$ cat config.mk
export PLATFORM = sky130hd
export DESIGN_NAME = comfort_scheduler
export DESIGN_NICKNAME = d
export VERILOG_FILES = /design/src/rtl/comfort_scheduler.sv
export SDC_FILE = /design/constraint.sdc
export NUM_CORES = 1
export LEC_CHECK = 0
export ABC_AREA = 1
export BUFFER_PORTS_ARGS = -buffer_cell sky130_fd_sc_hd__buf_2
export CORE_MARGIN = 1
export CORE_UTILIZATION = 40
export CTS_CLUSTER_DIAMETER = 40
export DETAILED_ROUTE_END_ITERATION = 10
export SYNTH_ARGS = -nofsm -noshare
export SYNTH_HDL_FRONTEND = slang
export SYNTH_SLANG_ARGS = --single-unit
$ cat constraint.sdc
create_clock -name clk -period 1.8 [get_ports clk]
set_input_delay 0.36 -clock clk [delete_from_list [all_inputs] [get_ports clk]]
set_output_delay 0.36 -clock clk [all_outputs]
set_load 0.03 [all_outputs]
$ cat src/rtl/comfort_scheduler.sv
// Occupancy-gated heater/cooler/light scheduler with minimum-on and dead-time enforcement.
// Define COMFORT_SCHED_ECO_EN to make the HOLD phase count as unoccupied for load and light gating.
module comfort_scheduler #(
    parameter int HOLD_CYC = 16,
    parameter int MIN_ON   = 8,
    parameter int MIN_OFF  = 8,
    parameter int CTR_W    = 8
) (
    input  logic       clk,
    input  logic       reset,
    input  logic       motion_sen,
    input  logic       req_heat,
    input  logic       req_cool,
    input  logic       req_light,
    input  logic       power_ok,
    output logic       heater_en,
    output logic       cooler_en,
    output logic       light_en,
    output logic       occupied,
    output logic [1:0] load_state
);

    typedef enum logic [1:0] {
        VACANT   = 2'b00,
        OCCUPIED = 2'b01,
        HOLD     = 2'b10
    } occ_t;

    typedef enum logic [1:0] {
        OFF  = 2'b00,
        HEAT = 2'b01,
        COOL = 2'b10,
        DEAD = 2'b11
    } load_t;

    localparam logic [CTR_W-1:0] HOLD_LOAD = CTR_W'(HOLD_CYC - 1);
    localparam logic [CTR_W-1:0] ON_LIMIT  = CTR_W'(MIN_ON);
    localparam logic [CTR_W-1:0] OFF_LOAD  = CTR_W'(MIN_OFF - 1);
    localparam logic [CTR_W-1:0] CTR_ONE   = CTR_W'(1);
    localparam logic [CTR_W-1:0] CTR_ZERO  = '0;

    occ_t             occ_q, occ_d;
    logic [CTR_W-1:0] hold_q, hold_d;
    load_t            load_q, load_d;
    logic [CTR_W-1:0] load_tmr_q, load_tmr_d;
    logic             light_q;

    logic occ_gate;
    logic eff_heat;
    logic eff_cool;
    logic grant_req;
    logic grant_ok;

    assign occupied = (occ_q == OCCUPIED) || (occ_q == HOLD);

`ifdef COMFORT_SCHED_ECO_EN
    assign occ_gate = (occ_q == OCCUPIED);
`else
    assign occ_gate = occupied;
`endif

    // Conflicting heat and cool requests cancel each other out.
    assign eff_heat = req_heat && !req_cool && occ_gate && power_ok;
    assign eff_cool = req_cool && !req_heat && occ_gate && power_ok;
    assign grant_ok = power_ok && occ_gate;

    always_ff @(posedge clk or negedge reset) begin
        if (!reset) begin
            occ_q  <= VACANT;
            hold_q <= CTR_ZERO;
        end else begin
            occ_q  <= occ_d;
            hold_q <= hold_d;
        end
    end

    always_comb begin
        occ_d  = occ_q;
        hold_d = hold_q;
        unique case (occ_q)
            VACANT: begin
                if (motion_sen) begin
                    occ_d = OCCUPIED;
                end
            end
            OCCUPIED: begin
                if (!motion_sen) begin
                    occ_d  = HOLD;
                    hold_d = HOLD_LOAD;
                end
            end
            HOLD: begin
                if (motion_sen) begin
                    occ_d = OCCUPIED;
                end else if (hold_q == CTR_ZERO) begin
                    occ_d = VACANT;
                end else begin
                    hold_d = hold_q - CTR_ONE;
                end
            end
            default: begin
                occ_d  = VACANT;
                hold_d = CTR_ZERO;
            end
        endcase
    end

    always_ff @(posedge clk or negedge reset) begin
        if (!reset) begin
            load_q     <= OFF;
            load_tmr_q <= CTR_ZERO;
        end else begin
            load_q     <= load_d;
            load_tmr_q <= load_tmr_d;
        end
    end

    // A grant survives a dropped request until MIN_ON, but never a loss of power or occupancy.
    always_comb begin
        load_d     = load_q;
        load_tmr_d = load_tmr_q;
        grant_req  = 1'b0;
        unique case (load_q)
            OFF: begin
                if (eff_heat) begin
                    load_d     = HEAT;
                    load_tmr_d = CTR_ZERO;
                end else if (eff_cool) begin
                    load_d     = COOL;
                    load_tmr_d = CTR_ZERO;
                end
            end
            HEAT, COOL: begin
                grant_req = (load_q == HEAT) ? eff_heat : eff_cool;
                if (!grant_ok) begin
                    load_d     = DEAD;
                    load_tmr_d = OFF_LOAD;
                end else if (!grant_req && (load_tmr_q == ON_LIMIT)) begin
                    load_d     = DEAD;
                    load_tmr_d = OFF_LOAD;
                end else if (load_tmr_q != ON_LIMIT) begin
                    load_tmr_d = load_tmr_q + CTR_ONE;
                end
            end
            DEAD: begin
                if (load_tmr_q == CTR_ZERO) begin
                    load_d = OFF;
                end else begin
                    load_tmr_d = load_tmr_q - CTR_ONE;
                end
            end
            default: begin
                load_d     = OFF;
                load_tmr_d = CTR_ZERO;
            end
        endcase
    end

    always_ff @(posedge clk or negedge reset) begin
        if (!reset) begin
            light_q <= 1'b0;
        end else begin
            light_q <= req_light && occ_gate;
        end
    end

    assign light_en   = light_q;
    assign heater_en  = (load_q == HEAT);
    assign cooler_en  = (load_q == COOL);
    assign load_state = load_q;

    // The only way between heating and cooling runs through DEAD.
    assert property (@(posedge clk) disable iff (!reset) (load_q == HEAT) |=> (load_q != COOL));
    assert property (@(posedge clk) disable iff (!reset) (load_q == COOL) |=> (load_q != HEAT));
    assert property (@(posedge clk) !(heater_en && cooler_en));

endmodule
# After elaboration in Yosys (flattened, before gate mapping)
# Index checks and enable logic that the tools add are counted.
# totals
ff_bits	21
latch_bits	0
mem_bits_rw	0
rom_bits	0
out_inout_bits	6
word_cells	71
memories	0
# classes
addsub	3
multipliers	0
n_div	0
n_lt_le_gt_ge	0
n_eq_ne	17
n_shift	0
n_mux	23
n_bitwise	1
n_reduce_logical	22
# op_table
op	count
8-bit 2-to-1 mux	9
8-bit case mux with 3 select lines	2
2-bit 2-to-1 mux	9
8-bit zero test	2
8-bit by 1-bit subtractor with 8-bit output, second input constant	2
2-bit inequality test, second input constant	6
2-bit case mux with 3 select lines	2
1-bit logical AND	9
3-bit AND reduction	3
8-bit by 1-bit adder with 8-bit output, second input constant	1
8-bit by 4-bit == test with 1-bit output, second input constant	1
8-bit by 4-bit inequality test with 1-bit output, second input constant	1
2-bit == test, second input constant	3
3-bit inequality test, second input constant	2
2-bit by 1-bit == test with 1-bit output, second input constant	2
2-bit zero test	2
4-bit inequality test, second input constant	1
4-bit AND reduction	1
1-bit zero test	3
3-bit by 2-bit inequality test with 1-bit output, second input constant	1
2-bit OR reduction	1
1-bit logical OR	1
1-bit 2-to-1 mux	1
1-bit NOT	1

# Longest topological paths before layout
# Gate-level depths: netlist of run 1.
# logic_depth
ltp_word	10
ltp_mapped	13
depth_no_buf	12

# Least setup slack after synthesis of run 1
# OpenSTA, ideal clock, no wires.
# synth_timing
path_type	reg2reg
start	register occ_q[0]
end	register load_tmr_q[4]
arrival_ps	1816
required_ps	1684
path_slack_ps	-133
path_stages_with_launch	14
n_path_buf	2
synth_period_minus_slack_ps	1933
cell_sequence	dfrtp_1 -> inv_1 -> ha_1 -> buf_6 -> nand2_4 -> inv_4 -> buf_8 -> nand3_4 -> nand2_2 -> nand4_2 -> nand2_4 -> nor2_4 -> nand2_1 -> nand2_1
# synth_between
elab_chain_cells	10
word_cells_on_any_way	18
# synth_lines
item	line	text
start: declaration	42	occ_t occ_q, occ_d;
start signal: assignment	69	occ_q <= VACANT;
start signal: assignment	72	occ_q <= occ_d;
2-bit by 1-bit == test with 1-bit output / 2-bit == test (equally long branches)	54	assign occupied = (occ_q == OCCUPIED) || (occ_q == HOLD);
1-bit logical OR (*)	54	
named net occupied	19	output logic occupied,
1-bit logical AND (on tied branches) (2 in a row)	64, 63	
1-bit 2-to-1 mux	134	grant_req = (load_q == HEAT) ? eff_heat : eff_cool;
1-bit zero test	138	end else if (!grant_req && (load_tmr_q == ON_LIMIT)) begin
1-bit logical AND	138	
8-bit 2-to-1 mux	138	
8-bit 2-to-1 mux	135	if (!grant_ok) begin
8-bit case mux with 3 select lines	123	unique case (load_q)
end signal: assignment	114	load_tmr_q <= load_tmr_d;
end: declaration	45	logic [CTR_W-1:0] load_tmr_q, load_tmr_d;
# Mark *: on every way through the listed nets, which the timed path passes. The rest lies on a longest branch.
# A chain may end at the register's enable or synchronous reset.

# Worst setup path in the final report of run 1
# layout_timing
start	register occ_q[1]
end	output port occupied
# layout_between
elab_chain_cells	2
word_cells_on_any_way	3
# layout_lines
item	line
2-bit by 1-bit == test with 1-bit output / 2-bit == test (equally long branches)	54
1-bit logical OR (*)	54
end: declaration	19
# Mark *: on every way between the ends. The rest lies on a longest branch, timed or not.

==> results of run 1 <==
final cells by class:
| type | count | share of cell area, % |
|---|---|---|
| inverter | 34 | 6.769 |
| multi-input combinational | 193 | 53.58 |
| tap | 50 | 3.193 |
| timing repair buffer | 23 | 7.280 |
| clock buffer | 3 | 2.107 |
| sequential | 21 | 26.82 |
| clock inverter | 1 | 0.2554 |
sequential cells by signal (all words and copies together), names as in the netlist:
register    cells
hold_q          8
light_en        1
load_state      2
load_tmr_q      8
occ_q           2
per-stage QoR:
stage | setup WS, ns | power, mW
CTS | 0.01583 | 3.500
global placement | 0.1480 | 3.175
finish | 0.06590 | 3.534
floorplan | 0.01759 | 2.655
detailed placement | 0.1144 | 3.184
global route | 0.004816 | 3.968
worst register-to-register path, cell delays in order, from the launching register on:
cell,delay (ns)
dfrtp_1,0.38
inv_2,0.08
ha_4,0.28
nand2_4,0.05
inv_6,0.08
nand2_1,0.07
nand3_2,0.08
nand2_1,0.07
inv_2,0.07
nand2_4,0.06
nor2_4,0.20
nand2_1,0.09
nand2_1,0.06
routing by layer:
layer	part of all wire, %	GRT usage [%]	vias up
met4	0.95	3.906	0
met1	50	26.60	707
met5	0	0	-
li1	-	-	856
met2	46	29.46	28
met3	3.5	3.500	4
kinds of logic after synthesis:
family / Yosys count / synth area share [%]
AND/OR/NAND/NOR: 138 / 35.98
buffers and inverters: 40 / 10.53
AO/OA/AOI/OAI: 37 / 11.32
flip-flops: 21 / 30.28
adder cells (fa/ha/maj): 13 / 9.373
XOR/XNOR: 5 / 2.523
power groups by stage:
stage	combinational [mW]	sequential, mW	clock [mW]
6_report	2.44	0.797	0.296
5_1_grt	2.82	0.822	0.329
4_1_cts	2.39	0.796	0.312
3_5_place_dp	2.38	0.804	0
3_3_place_gp	2.37	0.803	0
2_1_floorplan	1.84	0.819	0
how the worst max path moves through the flow:
stage	from	to	slack [ns]	cells after the start
after floorplan	occ_q[0]	load_tmr_q[4]	0.02	13
after global placement	occ_q[1]	load_tmr_q[0]	0.15	12
after detailed placement	occ_q[1]	load_tmr_q[6]	0.11	12
after CTS	occ_q[1]	occupied	0.02	4
after global routing	occ_q[1]	occupied	0.005	4
final	occ_q[1]	occupied	0.07	4
repair_timing:
| item | 4_1_cts | 5_1_grt |
|---|---|---|
| buffers inserted | 0 | 2 |
| resized for setup | 0 | 6 |
| setup endpoints to repair | 0 | 10 |
synthesized netlist by cell type (5+ instances only):
cell type and number:
a21oi_1 8, dfrtp_1 21, ha_1 13, inv_1 27, inv_2 6, nand2_1 78
nand3_1 24, nand4_1 6, nor2_1 18, o21ai_0 20, o21ai_1 5, xor2_1 5
==> impl_metrics.py, run 1 <==
metrics = {
    "timing": {
        "fin_crit_sh_pct": 96.34,
        "final-setup-viol-count": 0,
        "rsz0062_at_grt": "false",
        "holdWs_ns": 0.05323,
        "hold_viol_final": 0,
        "worstMarginPinSlew_ns": 0.4686,
        "fin_setup_tns_ns": 0,
        "clock_skew_ns": 0.002873,
        "drv_slew": 0,
        "clock.fmax_mhz": 576.7,
        "slew_headroom_pct": 68.76,
        "finalCriticalPeriod_ns": 1.734,
    },
    "placed_design": {
        "globalplace.congestion": 0.8316,
        "place_inst": 319,
        "dpl.hpwl_mm": 2.861,
        "postPlaceCellArea_um2": 1886,
        "port_buffers": 12,
    },
    "job": {
        "cap_violations": 0,
    },
    "yosys": {
        "ys_seq_elements": 21,
        "async_flop_share_pct": 100.0,
        "yosysSeqAreaShare_pct": 30.28,
        "syn-num-nets": 274,
        "ys_types": 28,
        "synth_edf_count": 0,
        "yosys_warnings": 0,
        "synthCells": 254,
        "syn_area_um2": 1735,
        "syn-mean-instance-area_um2": 6.832,
        "synth.area.top_cells": "dfrtp_1, nand2_1, ha_1, nand3_1, inv_1",
        "netlist.area_leader.share_pct": 30.28,
        "ys.flop_type": "dfrtp_1",
        "synth.largest_area_cell": "dfrtp_1",
    },
    "route": {
        "antenna_left": 0,
        "viasPerCell": 4.908,
        "drt-total-wl_mm": 3.666,
        "first_pass_iters": 4,
        "avgRoutedWirePerCell_um": 11.28,
        "drt-initial-drc-count": 56,
        "vias": 1595,
        "drc": 0,
    },
    "cells_and_area": {
        "multiInputGateArea_um2": 1050,
        "fill_cells": 438,
        "n_antenna_cell": 0,
        "syn2layout_area_growth_pct": 12.91,
        "fin_util_pct": 47.95,
        "nets": 296,
        "final_common_cell": "nand2_1",
        "final_cell_mix": "nand2_1, inv_1, nand3_1",
        "final_cells": 325,
        "drive_above_1_share_pct": 18.55,
        "design_area_um2": 1959,
        "final-seq-area_um2": 525.5,
    },
    "worst_setup_path": {
        "critPathRequiredTime_ns": 1.44,
        "worst_path_largest_cell_delay_ns": 0.38,
        "critPathBufInv": 3,
        "crit_path_end_kind": "primary output",
        "crit_type": "reg -> out",
        "crit_chain": "inv_2, ha_4, buf_4, buf_2",
        "cp_max_fo": 10,
        "r2r_start": "occ_q[1]",
        "rrSetupSlack_ns": 0.17,
        "critPathLaunchType": "flip-flop",
        "cp_slowest_cell": "dfrtp_1",
        "cpLargestDelayFamily": "buffers and inverters",
        "reg2reg_depth": 12,
        "r2r-end": "load_tmr_q[6]",
        "critPathArrivalTime_ns": 1.37,
    },
    "power": {
        "p_seq_share_pct": 22.6,
        "leakagePower_nw": 1.032,
        "ir_drop_mv": 1.055,
        "p_sw_mw": 1.863,
        "cellPowerDensity_nw_per_um2": 1803,
        "p_clk_share_pct": 8.4,
        "power_frac_comb_pct": 69.1,
        "p_int_mw": 1.670,
        "swShare_pct": 52.73,
    },
    "run_status": {
        "run_status": "finished, final reports clean",
    },
    "grt": {
        "gr-total-overflow": 0,
        "grt_max_degree": 22,
        "grt_pass1_vias": 1432,
        "antenna_found_initial": 0,
        "grt.total_usage_pct": 18.72,
        "grt_pass1_wl_mm": 6.527,
    },
    "floorplanning": {
        "start_util_pct": 42.47,
        "rows": 23,
        "chipWidth_um": 67.87,
        "io_pins": 13,
        "die_area_um2": 4606,
        "fp.coreArea_um2": 4086,
        "fp.dieH_um": 67.87,
    },
    "clock_tree": {
        "clkTransAtPathRegs_ns": 0.07,
        "postCtsHoldBufs": 0,
        "cts_num_sinks": 21,
        "cts_buffers": 3,
        "worstSkewPairLatency_ns": 0.25,
        "cts_max_level": 1,
        "clockRootBuffer": "clkbuf_8",
        "cts_tree": "done",
        "cts_buffer_depth": 2,
    },
    "min_path": {
        "worstHoldPathType": "in -> async",
    },
}
(Power assumes the default switching activity.)
==> run 2: changes to the inputs <==
--- a/config.mk
+++ b/config.mk
@@ -13,2 +13,3 @@
 export DETAILED_ROUTE_END_ITERATION = 10
+export GPL_TIMING_DRIVEN = 0
 export SYNTH_ARGS = -nofsm -noshare
==> constraint.sdc (replaced) <==
create_clock -name clk -period 1.8 [get_ports clk]
set_input_delay 0.09 -clock clk [delete_from_list [all_inputs] [get_ports clk]]
set_output_delay 0.09 -clock clk [all_outputs]
set_load 0.03 [all_outputs]
==> run 2 against run 1 <==
  * Critical path depth grew 4
  * Clock power grew 2%
  * Sequential share of layout area shrank 0.81 points
  * Global-route usage shrank 1.6 points
  * Critical endpoint is now hold_q[2]
  * Fmax grew 2.1%
  * Largest power group unchanged
  * First-iteration DRC count grew 52%
  * Worst hold slack lost 0.034 ns
  * Die area is the same
  * Highest routed layer unchanged
  * Non-clock buffer count grew 5
  * Count of clock-buffer cells in the layout is the same
  * Combinational power grew 8.6%
  * Register-to-register slack lost 0.07 ns
==> impl_metrics.py, run 2 (synthesized netlist as in run 1, its figures left out) <==
metrics = {
    "clock_tree": {
        "cts_num_sinks": 21,
        "clockRootBuffer": "clkbuf_8",
        "cts_max_level": 1,
        "cts_buffer_depth": 2,
        "cts_tree": "done",
        "clkTransAtPathRegs_ns": 0.07,
        "worstSkewPairLatency_ns": 0.26,
        "cts_buffers": 3,
    },
    "route": {
        "antenna_left": 0,
        "vias": 1633,
        "first_pass_iters": 4,
        "avgRoutedWirePerCell_um": 10.68,
        "drc": 0,
        "viasPerCell": 4.934,
        "drt-total-wl_mm": 3.534,
        "drt-initial-drc-count": 85,
    },
    "worst_setup_path": {
        "critPathLaunchType": "flip-flop",
        "critPathArrivalTime_ns": 1.88,
        "cp_slowest_cell": "dfrtp_1",
        "cpMostUsedCell": "buf_4",
        "reg2reg_depth": 8,
        "critPathBufInv": 3,
        "cp_max_fo": 5,
        "cpLargestDelayFamily": "buffers and inverters",
        "crit_path_end_kind": "flip-flop",
        "critPathRequiredTime_ns": 1.98,
        "worst_path_largest_cell_delay_ns": 0.40,
        "crit_cells": 8,
        "crit_chain": "buf_4, ha_1, inv_2, o21bai_1, a21oi_2, nand2_2, buf_4, o21ai_0",
        "crit_type": "reg -> reg",
    },
    "timing": {
        "clock.fmax_mhz": 588.9,
        "drv_slew": 0,
        "final-setup-viol-count": 0,
        "hold_viol_final": 0,
        "clock_skew_ns": 0.004441,
        "worstMarginPinSlew_ns": 0.4662,
        "slew_headroom_pct": 68.92,
        "holdWs_ns": 0.01886,
        "finalCriticalPeriod_ns": 1.698,
        "fin_crit_sh_pct": 94.35,
    },
    "floorplanning": {
        "io_pins": 13,
        "fp.dieH_um": 67.87,
        "die_area_um2": 4606,
        "chipWidth_um": 67.87,
        "fp.coreArea_um2": 4086,
        "start_util_pct": 42.47,
        "rows": 23,
    },
    "cells_and_area": {
        "fill_cells": 429,
        "nets": 302,
        "design_area_um2": 2021,
        "n_antenna_cell": 0,
        "final-seq-area_um2": 525.5,
        "final_cells": 331,
        "drive_above_1_share_pct": 19.57,
        "syn2layout_area_growth_pct": 16.44,
        "final_cell_mix": "nand2_1, inv_1, nand3_1",
        "final_common_cell": "nand2_1",
        "reg.largest.list": "hold_q x8, load_tmr_q x8",
        "multiInputGateArea_um2": 1055,
    },
    "grt": {
        "grt.total_usage_pct": 17.12,
        "grt_pass1_vias": 1402,
        "antenna_found_initial": 0,
        "gr-total-overflow": 0,
        "grt_pass1_wl_mm": 6.037,
        "grt_max_degree": 22,
    },
    "placed_design": {
        "globalplace.congestion": 0.8036,
        "dpl.hpwl_mm": 2.569,
        "port_buffers": 12,
        "postPlaceCellArea_um2": 1871,
        "place_inst": 316,
    },
    "power": {
        "cellPowerDensity_nw_per_um2": 1842,
        "leakagePower_nw": 1.062,
        "ir_drop_mv": 1.228,
    },
    "run_status": {
        "run_status": "finished, final reports clean",
    },
    "job": {
        "cap_violations": 0,
    },
    "min_path": {
        "worstHoldPathType": "in -> reg",
        "hold-path-cell-count": 3,
    },
}
[run 2: changes by cell type in the layout (fill, tap and decap cells not counted), sizes merged]
cell | before | now
buf | 23 | 27
dlygate4sd3 | 0 | 1
nand2 | 82 | 83
[run 2: area by class of cell]
| class | count | share of cell area, % |
|---|---|---|
| clock inverters | 1 | 0.2477 |
| plain buffers | 5 | 2.043 |
| clock buffers | 3 | 2.043 |
| flip-flops and latches | 21 | 26.01 |
| well taps | 50 | 3.096 |
| inverters | 34 | 6.563 |
| multi-input cells | 194 | 52.20 |
| repair buffers | 23 | 7.802 |
[run 2: path summary, 6_finish.rpt]
kind	from	slack [ns]	endpoint
max	occ_q[1]	0.10	hold_q[2]
max in group asynchronous	reset	1.16	load_tmr_q[0]
min	req_light	0.02	light_en
max reg2reg	occ_q[1]	0.10	hold_q[2]
min in group asynchronous	reset	0.31	hold_q[4]
min reg2reg	load_tmr_q[0]	0.52	load_tmr_q[0]
[run 2: tightest hold or removal path: stages]
cell	delay (ns)
buf_2	0.07
nand2_1	0.04
inv_1	0.04
[run 2: metal layers]
metal | wire, um | vias up | share of wire [%] | GRT usage [%]
met3 | 115 | 2 | 3.3 | 3.000
met5 | 0 | - | 0 | 0
met2 | 1511 | 27 | 43 | 27.10
met1 | 1893 | 739 | 54 | 24.79
li1 | - | 865 | - | -
met4 | 13 | 0 | 0.37 | 2.344
[run 2: where the power goes]
group | switching, mW | total, mW | internal, mW | leakage [nW]
clock | 0.147 | 0.301 | 0.154 | 0.0255
sequential | 0.136 | 0.771 | 0.635 | 0.278
combinational | 1.63 | 2.65 | 1.02 | 0.758
[run 2: repair_timing]
action,4_1_cts,5_1_grt
gates cloned,0,1
buffers inserted,3,7
gates resized for setup,3,3
hold buffers,1,0
endpoints found under the setup margin,10,18
pin swaps,2,4
endpoints found under the hold margin,21,0
[run 2: per-stage QoR]
| step | setup slack (ns) | TNS [ns] | utilization (%) | power [mW] |
|---|---|---|---|---|
| finish | 0.1018 | 0 | 49.45 | 3.722 |
| global route | -0.03526 | -0.09649 | 49.45 | 4.105 |
| CTS | 0.01408 | 0 | 48.13 | 3.540 |
| detailed placement | -0.09117 | -0.6979 | 45.77 | 3.108 |
| global placement | -0.1024 | -0.7134 | 45.77 | 3.101 |
| floorplan | 0.01759 | 0 | - | 2.655 |
==> run 3: changes to the inputs <==
clock period = 2.1 ns   (was 1.8 ns; I/O delays follow)
==> run 3 against run 2 <==
  * First-iteration DRC count decreased by 15%
  * Register-to-register slack improved by 0.07 ns
  * Sequential power decreased by 13%
  * Die area is the same
  * Fmax is 12% lower
  * Critical path type unchanged
  * Critical endpoint is now load_tmr_q[2]
==> impl_metrics.py, run 3 (synthesized netlist as in run 1, its figures left out) <==
metrics = {
    "route": {
        "antenna_left": 0,
        "vias": 1575,
        "viasPerCell": 4.907,
        "drt-initial-drc-count": 72,
        "drc": 0,
        "avgRoutedWirePerCell_um": 10.73,
        "drt-total-wl_mm": 3.444,
        "first_pass_iters": 4,
    },
    "run_status": {
        "run_status": "finished, final reports clean",
    },
    "floorplanning": {
        "die_area_um2": 4606,
        "fp.coreArea_um2": 4086,
        "rows": 23,
        "start_util_pct": 42.47,
        "chipWidth_um": 67.87,
        "fp.dieH_um": 67.87,
        "io_pins": 13,
    },
    "timing": {
        "hold_viol_final": 0,
        "final-setup-viol-count": 0,
        "clock_skew_ns": 0.0006535,
        "finalCriticalPeriod_ns": 1.927,
        "worstMarginPinSlew_ns": 0.4748,
        "fin_crit_sh_pct": 91.76,
        "drv_slew": 0,
        "clock.fmax_mhz": 519.0,
        "fin_setup_tns_ns": 0,
        "rsz0062_at_grt": "false",
        "slew_headroom_pct": 68.34,
    },
    "grt": {
        "grt.busiest_layer": "met2",
        "antenna_found_initial": 0,
        "use_met3_pct": 3.500,
        "grt.total_usage_pct": 17.12,
        "use_met2_pct": 28.22,
        "grt_pass1_wl_mm": 6.016,
        "grt.met1_usage_pct": 23.84,
        "gr-total-overflow": 0,
        "grt_max_degree": 22,
        "grt_pass1_vias": 1417,
    },
    "worst_setup_path": {
        "crit_path_end_kind": "flip-flop",
        "cp_max_fo": 10,
        "worst_path_largest_cell_delay_ns": 0.41,
        "reg2reg_depth": 13,
        "crit_type": "reg -> reg",
        "cpMostUsedCell": "nand2_1",
        "crit_chain": "inv_1, ha_1, buf_6, nand2_4, inv_4, buf_8, nand3_4, nand3_1, nand2_1, nand2_1, nand3_1, nand2_1, nand2_1",
        "rrSetupSlack_ns": 0.17,
        "r2r_start": "occ_q[0]",
        "r2r-end": "load_tmr_q[2]",
        "critPathLaunchType": "flip-flop",
        "critPathRequiredTime_ns": 2.25,
        "cp_slowest_cell": "dfrtp_1",
        "critPathArrivalTime_ns": 2.08,
    },
    "cells_and_area": {
        "drive_above_1_share_pct": 14.39,
        "final_cell_mix": "nand2_1, inv_1, nand3_1",
        "design_area_um2": 1913,
        "syn2layout_area_growth_pct": 10.24,
        "final_cells": 321,
        "reg.largest.list": "hold_q x8, load_tmr_q x8",
        "final_common_cell": "nand2_1",
        "nets": 292,
        "fill_cells": 445,
        "n_antenna_cell": 0,
    },
    "clock_tree": {
        "cts_buffers": 3,
        "cts_num_sinks": 21,
        "cts_tree": "done",
        "clkTransAtPathRegs_ns": 0.07,
        "cts_max_level": 1,
        "ctsResizeCount": 0,
        "cts_buffer_depth": 2,
        "worstSkewPairLatency_ns": 0.25,
        "clockRootBuffer": "clkbuf_8",
    },
    "power": {
        "ir_drop_mv": 1.089,
        "leakagePower_nw": 1.009,
        "power.total_mw": 2.887,
        "cellPowerDensity_nw_per_um2": 1509,
    },
    "min_path": {
        "hold-path-cell-count": 3,
        "min_to": "light_en",
        "worstHoldPathType": "in -> reg",
        "worstHoldStart": "req_light",
    },
    "placed_design": {
        "dpl.hpwl_mm": 2.648,
        "globalplace.congestion": 0.8040,
        "port_buffers": 12,
        "postPlaceCellArea_um2": 1858,
        "place_inst": 316,
    },
    "job": {
        "cap_violations": 0,
    },
}
[run 3: cell count changes in the layout (fill, tap and decap cells not counted), sizes merged]
cell and change:
buf -9, nand2 -1, clkbuf +1, clkinv -1
[run 3: report_power, final]
part	leakage (nW)	switching (mW)	internal, mW	total [mW]
sequential	0.278	0.124	0.544	0.668
combinational	0.709	1.30	0.668	1.96
clock	0.0228	0.120	0.135	0.255
total	1.01	1.54	1.35	2.89
[run 3: worst max-delay path by stage]
stage / startpoint / end / cells past startpoint
finish: occ_q[0] / load_tmr_q[2] / 13
global route: occ_q[0] / load_tmr_q[2] / 13
CTS: occ_q[0] / load_tmr_q[5] / 13
detailed placement: occ_q[0] / load_tmr_q[2] / 13
global placement: occ_q[0] / load_tmr_q[2] / 13
floorplan: occ_q[0] / load_tmr_q[4] / 13
[run 3: worst max-delay path: cells and delay by family, from the launching register on]
family | cells | cell delay (ns)
simple gates | 8 | 0.66
buf+inv | 4 | 0.44
fa+ha+maj | 1 | 0.31
flops | 1 | 0.41
[run 3: what timing repair did]
| item | CTS | global route |
|---|---|---|
| hold endpoints to repair | 21 | 0 |
| setup buffers | 0 | 0 |
| hold buffers | 1 | 0 |
[run 3: routing by layer]
layer | vias up | share of wire, %
met4 | 0 | 0
met2 | 26 | 44
met3 | 0 | 3.4
li1 | 848 | -
met5 | - | 0
met1 | 701 | 53
[run 3: layout make-up]
type                       count  area [um2]  area share (%)
timing repair buffer          13       70.07           3.663
multi-input combinational    193        1027           53.70
inverter                      34       130.1           6.802
tap                           50       62.56           3.270
sequential                    21       525.5           27.47
clock buffer                   4       45.04           2.354
buffer                         6       52.55           2.747
[run 3: through the flow]
step | worst slack [ns] | hold WS, ns | utilization (%)
detailed placement | 0.1725 | 0.1059 | 45.47
finish | 0.1731 | 0.03443 | 46.82
floorplan | 0.1673 | -0.1906 | -
global placement | 0.1562 | 0.1012 | 45.47
CTS | 0.1565 | 0.02654 | 46.82
global route | 0.01162 | 0.03168 | 46.82
